**config.mk**
```make
export PLATFORM = sky130hd
export DESIGN_NAME = lif_neuron_mc
export DESIGN_NICKNAME = d
export VERILOG_FILES = /design/src/rtl/lif_pkg.sv /design/src/rtl/lif_neuron_mc_mac.sv /design/src/rtl/lif_neuron_mc.sv
export SDC_FILE = /design/constraint.sdc
export NUM_CORES = 1
export LEC_CHECK = 0
export CORE_MARGIN = 4
export CORE_UTILIZATION = 62
export DETAILED_ROUTE_END_ITERATION = 7
export PLACE_DENSITY = 0.88
export SLEW_MARGIN = 15
export SYNTH_ARGS = -nofsm -noshare
export SYNTH_HDL_FRONTEND = slang
export SYNTH_SLANG_ARGS = --single-unit
```
**constraint.sdc**
```tcl
create_clock -name clk -period 11 [get_ports clk]
set_input_delay 2.2 -clock clk [delete_from_list [all_inputs] [get_ports clk]]
set_output_delay 2.2 -clock clk [all_outputs]
set_load 0.01 [all_outputs]
```
**src/rtl/lif_pkg.sv**
```systemverilog
// -----------------------------------------------------------------------------
// lif_pkg
// Shared definitions for the multi-channel leaky integrate-and-fire neuron:
//   - state_t     : timestep sequencer states (IDLE/ACCUM/UPDATE/LEAK)
//   - LEAK_W      : width of a decoded leak amount
//   - leak_decode : 2-bit leak_config -> leak amount (00:0, 01:2, 10:4, 11:1)
//   - acc_width   : signed accumulator width that can hold N_CH worst-case
//                   products without overflow
//   - idx_width   : width of the channel index counter
// -----------------------------------------------------------------------------
package lif_pkg;

    typedef enum logic [1:0] {
        IDLE   = 2'd0,
        ACCUM  = 2'd1,
        UPDATE = 2'd2,
        LEAK   = 2'd3
    } state_t;

    localparam int LEAK_W = 3;

    localparam logic [1:0] LEAK_CFG_NONE = 2'b00;
    localparam logic [1:0] LEAK_CFG_TWO  = 2'b01;
    localparam logic [1:0] LEAK_CFG_FOUR = 2'b10;
    localparam logic [1:0] LEAK_CFG_ONE  = 2'b11;

    // The encoding is deliberately non-monotonic: 11 means a leak of 1, kept
    // for compatibility with the single-channel neuron's configuration word.
    function automatic logic [LEAK_W-1:0] leak_decode(input logic [1:0] cfg);
        logic [LEAK_W-1:0] amt;
        case (cfg)
            LEAK_CFG_NONE: amt = 3'd0;
            LEAK_CFG_TWO:  amt = 3'd2;
            LEAK_CFG_FOUR: amt = 3'd4;
            default:       amt = 3'd1;
        endcase
        return amt;
    endfunction

    // One product needs IN_BITS+W_BITS signed bits; summing N_CH of them adds
    // clog2(N_CH) bits, plus one bit of headroom.
    function automatic int acc_width(input int in_bits, input int w_bits, input int n_ch);
        return in_bits + w_bits + $clog2(n_ch) + 1;
    endfunction

    function automatic int idx_width(input int n_ch);
        return (n_ch > 1) ? $clog2(n_ch) : 1;
    endfunction

endpackage

```
**src/rtl/lif_neuron_mc_mac.sv**
```systemverilog
// -----------------------------------------------------------------------------
// lif_mac_seq
// Sequential multiply-accumulate over N_CH channels using one multiplier.
// A start pulse clears the accumulator and index; on each following cycle one
// channel (zero-extended) times its signed weight is added, ch0 first.
//
// Ports:
//   clk, reset_n  : clock, asynchronous active-low reset
//   start         : clear acc/index and begin a new accumulation
//   chan_vec      : packed unsigned channels, ch0 in LSBs (held stable)
//   weight_vec    : packed signed weights, ch0 in LSBs (held stable)
//   acc           : running signed sum
//   done          : high during the cycle that adds the last channel, so the
//                   full sum is in acc on the following cycle
// -----------------------------------------------------------------------------
module lif_mac_seq
    import lif_pkg::*;
#(
    parameter int N_CH    = 4,
    parameter int IN_BITS = 6,
    parameter int W_BITS  = 4,
    parameter int ACC_W   = acc_width(IN_BITS, W_BITS, N_CH)
) (
    input  logic                        clk,
    input  logic                        reset_n,
    input  logic                        start,
    input  logic [N_CH*IN_BITS-1:0]     chan_vec,
    input  logic [N_CH*W_BITS-1:0]      weight_vec,
    output logic signed [ACC_W-1:0]     acc,
    output logic                        done
);

    localparam int IDX_W = idx_width(N_CH);

    logic [IDX_W-1:0]          ch_idx;
    logic                      busy;
    logic [IN_BITS-1:0]        chan_sel;
    logic [W_BITS-1:0]         weight_sel;
    logic signed [ACC_W-1:0]   chan_ext;
    logic signed [ACC_W-1:0]   weight_ext;
    logic signed [ACC_W-1:0]   product;

    // Channel/weight multiplexer driven by the current index.
    always_comb begin
        chan_sel   = '0;
        weight_sel = '0;
        for (int i = 0; i < N_CH; i++) begin
            if (ch_idx == IDX_W'(i)) begin
                chan_sel   = chan_vec[i*IN_BITS +: IN_BITS];
                weight_sel = weight_vec[i*W_BITS +: W_BITS];
            end
        end
    end

    // Channels are unsigned, weights two's complement; both are widened to
    // the accumulator width before the multiply so the product is exact.
    assign chan_ext   = {{(ACC_W-IN_BITS){1'b0}}, chan_sel};
    assign weight_ext = {{(ACC_W-W_BITS){weight_sel[W_BITS-1]}}, weight_sel};
    assign product    = chan_ext * weight_ext;

    assign done = busy && (ch_idx == IDX_W'(N_CH-1));

    // Accumulator, index and busy flag.
    always_ff @(posedge clk or negedge reset_n) begin
        if (!reset_n) begin
            acc    <= '0;
            ch_idx <= '0;
            busy   <= 1'b0;
        end else if (start) begin
            acc    <= '0;
            ch_idx <= '0;
            busy   <= 1'b1;
        end else if (busy) begin
            acc <= acc + product;
            if (done) begin
                busy   <= 1'b0;
                ch_idx <= '0;
            end else begin
                ch_idx <= ch_idx + IDX_W'(1);
            end
        end
    end

endmodule

```
**src/rtl/lif_neuron_mc.sv**
```systemverilog
// -----------------------------------------------------------------------------
// lif_neuron_mc
// Multi-channel leaky integrate-and-fire neuron. One input vector is accepted
// per timestep over in_valid/in_ready. Normal timesteps accumulate the
// weighted channels in lif_mac_seq (N_CH cycles) and then update the membrane
// (leak, clamp, threshold). While refractory, a timestep only leaks the
// membrane and counts the refractory period down.
//
// Optional build macro: LIF_ADAPT_THRESH_EN adds an adaptive threshold
// register (thr_adapt) that rises by THR_STEP on each spike and decays by 1
// on every other completed timestep.
//
// Ports:
//   clk, reset_n   : clock, asynchronous active-low reset
//   enable         : gates acceptance of new timesteps
//   params_ready   : configuration valid; gates acceptance
//   in_valid       : input vector valid
//   in_ready       : block can accept a vector
//   chan_in        : packed unsigned channels, ch0 in LSBs
//   weights        : packed signed weights, ch0 in LSBs
//   leak_config    : 00:0, 01:2, 10:4, 11:1
//   threshold      : firing threshold
//   refrac_period  : refractory timesteps following a spike
//   out_valid      : one-cycle result strobe
//   spike_out      : spike for this timestep, valid with out_valid
//   v_mem_out      : membrane potential register
// -----------------------------------------------------------------------------
module lif_neuron_mc
    import lif_pkg::*;
#(
    parameter int N_CH    = 4,
    parameter int IN_BITS = 6,
    parameter int W_BITS  = 4,
    parameter int V_BITS  = 8
`ifdef LIF_ADAPT_THRESH_EN
    ,
    parameter int THR_STEP = 8
`endif
) (
    input  logic                      clk,
    input  logic                      reset_n,
    input  logic                      enable,
    input  logic                      params_ready,
    input  logic                      in_valid,
    output logic                      in_ready,
    input  logic [N_CH*IN_BITS-1:0]   chan_in,
    input  logic [N_CH*W_BITS-1:0]    weights,
    input  logic [1:0]                leak_config,
    input  logic [V_BITS-1:0]         threshold,
    input  logic [3:0]                refrac_period,
    output logic                      out_valid,
    output logic                      spike_out,
    output logic [V_BITS-1:0]         v_mem_out
);

    localparam int ACC_W = acc_width(IN_BITS, W_BITS, N_CH);
    // Wide enough for v_mem + acc - leak to be exact and carry a sign bit.
    localparam int SUM_W = ((ACC_W > V_BITS + 1) ? ACC_W : V_BITS + 1) + 1;
    localparam logic [V_BITS-1:0] V_MAX = '1;

    state_t                    state;
    state_t                    next_state;
    logic [V_BITS-1:0]         v_mem;
    logic [V_BITS-1:0]         v_next;
    logic [3:0]                refr_cnt;
    logic [3:0]                refr_next;
    logic                      out_valid_next;
    logic                      spike_next;
    logic [N_CH*IN_BITS-1:0]   chan_reg;
    logic [N_CH*W_BITS-1:0]    weight_reg;

    logic                      accept;
    logic                      mac_start;
    logic                      mac_done;
    logic signed [ACC_W-1:0]   acc;

    logic [LEAK_W-1:0]         leak_amt;
    logic [V_BITS-1:0]         leak_v;
    logic signed [SUM_W-1:0]   sum_wide;
    logic [V_BITS-1:0]         new_v;
    logic [V_BITS-1:0]         thr_eff;
    logic                      fire;

    // in_ready is forced low while reset is held, even though state is IDLE.
    assign in_ready  = reset_n && (state == IDLE) && enable && params_ready;
    assign accept    = in_valid && in_ready;
    assign mac_start = accept && (refr_cnt == 4'd0);
    assign leak_amt  = leak_decode(leak_config);
    assign leak_v    = V_BITS'(leak_amt);
    assign v_mem_out = v_mem;

    lif_mac_seq #(
        .N_CH    (N_CH),
        .IN_BITS (IN_BITS),
        .W_BITS  (W_BITS),
        .ACC_W   (ACC_W)
    ) u_mac (
        .clk        (clk),
        .reset_n    (reset_n),
        .start      (mac_start),
        .chan_vec   (chan_reg),
        .weight_vec (weight_reg),
        .acc        (acc),
        .done       (mac_done)
    );

    // Candidate membrane value: signed sum, then clamped into [0, V_MAX].
    always_comb begin
        sum_wide = $signed({{(SUM_W-V_BITS){1'b0}}, v_mem})
                 + $signed({{(SUM_W-ACC_W){acc[ACC_W-1]}}, acc})
                 - $signed({{(SUM_W-LEAK_W){1'b0}}, leak_amt});
        if (sum_wide[SUM_W-1]) begin
            new_v = '0;
        end else if (sum_wide[SUM_W-2:V_BITS] != '0) begin
            new_v = V_MAX;
        end else begin
            new_v = sum_wide[V_BITS-1:0];
        end
    end

`ifdef LIF_ADAPT_THRESH_EN
    localparam int VB1 = V_BITS + 1;

    logic [V_BITS-1:0] thr_adapt;
    logic [V_BITS-1:0] thr_adapt_next;
    logic [V_BITS-1:0] thr_up;
    logic [V_BITS-1:0] thr_down;
    logic [V_BITS:0]   thr_sum;
    logic [V_BITS:0]   step_sum;

    // Effective threshold and the saturating up/down adaptation values.
    always_comb begin
        thr_sum  = {1'b0, threshold} + {1'b0, thr_adapt};
        thr_eff  = thr_sum[V_BITS] ? V_MAX : thr_sum[V_BITS-1:0];
        step_sum = {1'b0, thr_adapt} + VB1'(THR_STEP);
        thr_up   = step_sum[V_BITS] ? V_MAX : step_sum[V_BITS-1:0];
        thr_down = (thr_adapt != '0) ? thr_adapt - V_BITS'(1) : '0;
    end
`else
    assign thr_eff = threshold;
`endif

    assign fire = (new_v >= thr_eff);

    // Next-state and next-register logic for the timestep sequencer.
    always_comb begin
        next_state     = state;
        v_next         = v_mem;
        refr_next      = refr_cnt;
        out_valid_next = 1'b0;
        spike_next     = 1'b0;
`ifdef LIF_ADAPT_THRESH_EN
        thr_adapt_next = thr_adapt;
`endif
        case (state)
            IDLE: begin
                if (accept) begin
                    next_state = (refr_cnt != 4'd0) ? LEAK : ACCUM;
                end
            end
            ACCUM: begin
                if (mac_done) begin
                    next_state = UPDATE;
                end
            end
            UPDATE: begin
                out_valid_next = 1'b1;
                next_state     = IDLE;
                if (fire) begin
                    spike_next = 1'b1;
                    v_next     = '0;
                    refr_next  = refrac_period;
`ifdef LIF_ADAPT_THRESH_EN
                    thr_adapt_next = thr_up;
`endif
                end else begin
                    v_next = new_v;
`ifdef LIF_ADAPT_THRESH_EN
                    thr_adapt_next = thr_down;
`endif
                end
            end
            LEAK: begin
                out_valid_next = 1'b1;
                next_state     = IDLE;
                v_next         = (v_mem > leak_v) ? v_mem - leak_v : '0;
                refr_next      = refr_cnt - 4'd1;
`ifdef LIF_ADAPT_THRESH_EN
                thr_adapt_next = thr_down;
`endif
            end
            default: begin
                next_state = IDLE;
            end
        endcase
    end

    // State and datapath registers; input vectors are captured on accept.
    always_ff @(posedge clk or negedge reset_n) begin
        if (!reset_n) begin
            state      <= IDLE;
            v_mem      <= '0;
            refr_cnt   <= '0;
            out_valid  <= 1'b0;
            spike_out  <= 1'b0;
            chan_reg   <= '0;
            weight_reg <= '0;
`ifdef LIF_ADAPT_THRESH_EN
            thr_adapt  <= '0;
`endif
        end else begin
            state      <= next_state;
            v_mem      <= v_next;
            refr_cnt   <= refr_next;
            out_valid  <= out_valid_next;
            spike_out  <= spike_next;
`ifdef LIF_ADAPT_THRESH_EN
            thr_adapt  <= thr_adapt_next;
`endif
            if (accept) begin
                chan_reg   <= chan_in;
                weight_reg <= weights;
            end
        end
    end

endmodule

```
==> reports/metrics.sh <==
TIMING.FINAL.SETUP_VIOLATIONS=0
PLACEMENTROWS=35
MAX-CLOCK-PATH-BUFFERS=2
SYNTHESIS.INSTANCES=628
CTS_HTREE_LEVELS=3
SYNTH-EDFF-COUNT=0
YOSYS_WARNINGS=0
CTSROOTBUFFERMASTER='clkbuf_8'
SETUP_TNS_PS=0
FINALHOLDVIOLATIONS=0
WORST-PATH-MAX-FANOUT=8
DRT_WL_TOTAL_UM=13480
FILLERS=630
NUMBER_OF_FLIP_FLOPS_IN_THE_LARGEST_REGISTER=24
DRT_FIRST_PASS_ITERS=5
CTS.REPORTEDPATHS.CLKPINSLEW_PS=80
CORE_AREA_SQ_UM=9240
POST_CTS_HOLD_BUFFER_COUNT=0
RSZ0062_AT_GRT='no'
CTS_MADE_BUFFERS=9
ANTENNA_FOUND_INITIAL=0
PLACE_HPWL_UM=10420
NUM-NETS-FINAL=835
RELSLEWSLACK_PCT=36.77
NUMBER_OF_MAXIMUM_CAPACITANCE_CONSTRAINT_VIOLATIONS=0
HOLDCRITPATHCLASS='flop to flop'
RUN_STATUS='complete, no violations'
FINALWORSTPATHREQUIREDPERIOD_PS=6857
DIEHEIGHT_UM=105.6
VIA_COUNT=4791
WORST_SKEW_PAIR.LATE_LATENCY_PS=360
SYNTH.YOSYS.SEQ_AREA_SHARE_PCT=30.53
PLACE.PORT_BUFFERS=69
CRIT_REQUIRED_PS=11280
SYNTH.AREA.TOP_CELLS='dfrtp_1 31%, ha_1 14%, mux2_2 7.8%'
FINAL_LAYOUT_SIZE_SUFFIX_GT1_SHARE_PCT=12.50
N_ANTENNA_CELL=0
TIMING.FINAL.CRIT_SHARE_PCT=62.34
FINAL_ANTENNA_NET_COUNT=0
POST_DETAILED_ROUTE_WIRELENGTH_PER_CELL_UM=16.33
CTS_TREE='done'
DIE_W_UM=105.6
SETUP.WORST_PATH.START_CLASS='input pin'
YOSYSMOSTFREQUENTCELL='inv_1'
VIAS_PER_CELL=5.807
SYN_AREA_PER_CELL_SQ_UM=9.398
SYNTHARSTFLOPSHARE_PCT=100.0
SINK_COUNT=72
FIRST_GLOBAL_VIAS=5001
FP.DIEAREA_SQ_UM=11140
SYNTHESIS.AREA_SQ_UM=5902
FIRST_ITER_VIOLATIONS=256
YS.FLOP_TYPE='dfrtp_1'
OVERFLOW_AFTER_GRT=0
FLOORPLAN.INITIALDENSITY_PCT=63.87
SYNTH-SEQ-CELLS=72
SYNTHDISTINCTLIBCELLS=63
DETAIL_ROUTE.DRC_VIOLATIONS=0
SYNTH.CELLS.MOST_FREQUENT='84 x inv_1, 72 x dfrtp_1, 64 x ha_1'
CLOCK_SKEW_PS=11.49
GLOBALROUTETOTALUTIL_PCT=25.01
GRT_START_MAX_NET_PINS=74
SYNTHTOLAYOUTAREAGROWTH_PCT=16.73
MAXCLOCKFREQUENCY_GHz=0.1458
WORSTSETUPPATHTYPE='input pin to flop'
WORSTPATHARRIVAL_PS=7130
GRT_FIRST_PASS_WIRELENGTH_UM=22750
SYNTH_TOP_AREA_SHARE_PCT=30.53
WORST-SLEW-PIN-TRANSITION_PS=948.4
CTS_REPAIR_RESIZE_COUNT=0
SYN_NETS=772
SYNTHDOMINANTAREACELLTYPE='dfrtp_1'
GP_CONGESTION=0.9357
CRIT_PATH_END_KIND='flop'
TIMING.FINAL.MAX_SLEW_VIOLATIONS=0
CTS_POST_SETUP_BUFFERS_INSERTED=0
TOP_LEVEL_PORTS=70
==> layout make-up <==
type / count / area (sq um) / area share (%)
clock buffer: 10 / 127.6 / 1.853
clock inverter: 6 / 68.82 / 0.9989
inverter: 85 / 319.1 / 4.631
multi-input combinational: 452 / 3710 / 53.85
sequential: 72 / 1802 / 26.15
tap: 129 / 161.4 / 2.343
timing repair buffer: 71 / 700.7 / 10.17
==> critical path, stage by stage <==
cell	delay, ps
clkdlybuf4s50_1	500
nand2b_1	200
inv_1	70
fa_1	480
inv_1	70
fa_1	450
a21o_1	230
a221oi_2	320
a21oi_2	100
xnor2_1	250
nand4b_4	240
nor3_2	240
nor2_1	70
ha_1	310
a21oi_1	150
o21ai_0	110
a41oi_1	220
o2bb2ai_1	280
nand2_1	100
or3_4	390
o21ai_1	160
==> cell usage in the layout (no fill, tap or decap), types with 2 or more instances in the layout <==
master,count
and2_1,3
fa_1,21
a31oi_4,2
a41oi_1,2
a31oi_1,6
o22a_1,2
nand3b_1,8
nand3_1,7
nor2_1,59
and3_1,2
o31ai_1,2
mux2i_1,12
nor3b_1,2
nor3_1,11
o21a_1,3
mux2_2,41
xor2_1,4
or2_2,3
a21oi_1,50
o21ai_1,10
nand2b_1,10
nor3_2,8
ha_1,64
nor2b_1,4
o21bai_1,2
inv_1,84
o21ai_0,19
a21o_1,11
buf_4,2
o211ai_1,2
nand2_1,37
clkinv_4,2
clkbuf_8,9
xnor2_1,16
a22o_1,2
clkdlybuf4s50_1,68
dfrtp_1,72
==> worst paths after layout <==
path | startpoint | end | slack, ps | cells after the start
min in group asynchronous | reset_n | v_mem_out[2] | 2050 | 2
max in group asynchronous | reset_n | weight_reg[15] | 8310 | 2
worst min-delay path | chan_reg[10] | chan_reg[10] | 510 | 1
worst min register to register | chan_reg[10] | chan_reg[10] | 510 | 1
worst max register to register | u_mac.ch_idx[1] | u_mac.acc[11] | 5080 | 20
worst max-delay path | leak_config[1] | v_mem_out[4] | 4140 | 21
==> logic make-up after synthesis <==
kind of cell	synth area share [%]
buf+inv	6.657
mux	9.858
flops	30.53
simple gates	14.03
compound gates	14.80
fa+ha+maj	20.69
xor+xnor	3.434
==> metrics by stage <==
step	worst slack, ps	util (%)	instances	area [sq um]	hold slack [ps]
floorplan	4807	-	628	5902	478.0
global placement	4043	72.40	809	6690	488.5
detailed placement	3796	72.40	809	6690	492.9
CTS	4157	74.53	825	6887	512.2
global route	3728	74.56	825	6889	527.3
finish	4143	74.56	825	6889	511.1
==> routing by layer <==
layer / up-vias / wire (um) / track usage (%)
met1: 2310 / 5507 / 31.17
li1: 2262 / - / -
met4: 0 / 379 / 9.066
met3: 47 / 636 / 4.532
met5: - / 0 / 0
met2: 172 / 6951 / 43.44
Power is not shown: default switching activity piles up to over one toggle a cycle in this logic, so the estimate is an artifact.
==> patch: new RTL, config.mk and constraints unchanged <==
Reset style: synchronous (`reset_n`), changed in 2 clocked blocks. Comments in the files are not updated.
--- a/src/rtl/lif_neuron_mc_mac.sv
+++ b/src/rtl/lif_neuron_mc_mac.sv
@@ -63,3 +63,3 @@
     // Accumulator, index and busy flag.
-    always_ff @(posedge clk or negedge reset_n) begin
+    always_ff @(posedge clk) begin
         if (!reset_n) begin
--- a/src/rtl/lif_neuron_mc.sv
+++ b/src/rtl/lif_neuron_mc.sv
@@ -198,3 +198,3 @@
     // State and datapath registers; input vectors are captured on accept.
-    always_ff @(posedge clk or negedge reset_n) begin
+    always_ff @(posedge clk) begin
         if (!reset_n) begin
Function: changed (a bounded check fails within 10 cycles, from zero or initial values and one cycle with reset_n low; the reset may be asserted at any time).
==> patch against the original RTL <==
Non-clock buffer count increased by 2; count of clock-buffer cells in the layout decreased by 1; routed wire length rose by 5.4%; final area shrank 0.94%; worst hold slack got worse by 0.044 ns; sequential cell count unchanged; worst setup slack got worse by 1.1 ns; area after synthesis hardly changed; register-to-register slack improved by 0.02 ns; sequential share of layout area decreased by 5.0 points.
Power is left out: it rests on default switching activity, and per cell area and clock period it moved more than threefold.
==> patch: results (changes against the original RTL) <==
Outcome
  – Status: completed (unchanged)

Synth
  – Most common cell in the netlist: nand2_1 (was inv_1)
  – Syn_nets: 910 (was 772)
  – Sequential fraction of the synthesis area: 24.4% (was 30.5%)
  – Ys flop type: dfxtp_1 (was dfrtp_1)
  – Fraction of registers with async set/reset: 0% (was 100%)
  – Largest cells by area after synthesis: dfxtp_1 (24%), ha_1 (14%), nand2_1 (7.9%) (was dfrtp_1 (31%), ha_1 (14%), mux2_2 (7.8%))

Setup path
  – Reg2reg path depth: 18 (was 20)
  – Crit Reg-Reg Startpoint: v_mem_out[1]$_SDFFE_PN0P_ (was u_mac.ch_idx[1]$_DFFE_PN0P_)
  – Max incr delay on CP: 0.79 ns (was 0.50 ns)
  – Slowest CP cell: a21oi_1 (was clkdlybuf4s50_1)
  – Setup crit end: refr_cnt[1]$_SDFFE_PN0P_ (was v_mem_out[4]$_DFFE_PN0P_)
  – Critical path data arrival time: 8.25 ns (was 7.13 ns)
  – Crit Path Max Fanout: 16 (was 8)
  – Reg2Reg Setup Slack: 5.10 ns (was 5.08 ns)

Layout
  – Multi-input logic cell count: 567 (was 452)
  – Non-Clock Buffer Count: 73 (was 71)
  – Fraction of area in registers: 21.1% (was 26.2%)
  – Final clock-cell share: 3.17% (was 2.85%)
  – Fraction of area in multi-input gates: 57.7% (was 53.9%)
  – Inverters: 92 (was 85)
  – Seq_cells: 72 (unchanged)
  – Fillers: 700 (was 630)
  – Share of cells above drive strength 1: 4.64% (was 12.5%)
  – Non-clock buffer share: 10.6% (was 10.2%)
  – NumNets Final: 959 (was 835)

GRT
  – M3 GR Usage: 3.55% (was 4.53%)
  – Pin count of the biggest net entering global routing: 57 (was 74)
  – Vias in the first global route: 5,456 (was 5,001)
  – M1 GR Usage: 31.8% (was 31.2%)
  – Met2 Use GR: 49.0% (was 43.4%)
  – First-pass GRT wire length: 24.6 mm (was 22.7 mm)

Routing
  – Initial DRC Count: 284 (was 256)
  – WL per Instance: 15.0 µm (was 16.3 µm)
  – Total iterations of the first detailed-routing run: 6 (was 5)
  – Routed via count: 5,356 (was 4,791)
  – Met3 routed WL: 650 µm (was 636 µm)

Timing
  – Worst Skew: 0.0154 ns (was 0.0115 ns)
  – Least-Margin Pin Slew: 0.980 ns (was 0.948 ns)

Placement
  – Final Wtd Congestion: 0.877 (was 0.936)
  – DP Wirelength: 10.9 mm (was 10.4 mm)

Worst hold path
  – Endpoint of the worst hold path: chan_reg[15]$_SDFFE_PN0P_ (was chan_reg[10]$_DFFE_PN0P_)
==> patch: stage by stage <==
| step | cells | hold slack (ns) | setup slack, ns | cell area [µm²] | util [%] |
|---|---|---|---|---|---|
| CTS | 948 | 0.466 | 3.12 | 6820 | 73.9 |
| global route | 948 | 0.485 | 2.66 | 6820 | 73.9 |
| global placement | 933 | 0.442 | 3.11 | 6610 | 71.5 |
| detailed placement | 933 | 0.447 | 2.78 | 6610 | 71.5 |
| finish | 948 | 0.467 | 3.06 | 6820 | 73.9 |
| floorplan | 766 | 0.435 | 4.59 | 5900 | - |
==> patch: cell families (layout without fill, tap and decap cells) <==
kind of cell | count (synthesis) | in the layout | synth area share (%)
AO/OA/AOI/OAI | 191 | 191 | 21.7
multiplexers | 13 | 13 | 2.21
adder cells (fa/ha/maj) | 85 | 85 | 20.7
AND/OR/NAND/NOR | 261 | 261 | 19.5
flip-flops | 72 | 72 | 24.4
XOR/XNOR | 17 | 17 | 2.65
buffers and inverters | 127 | 180 | 8.80
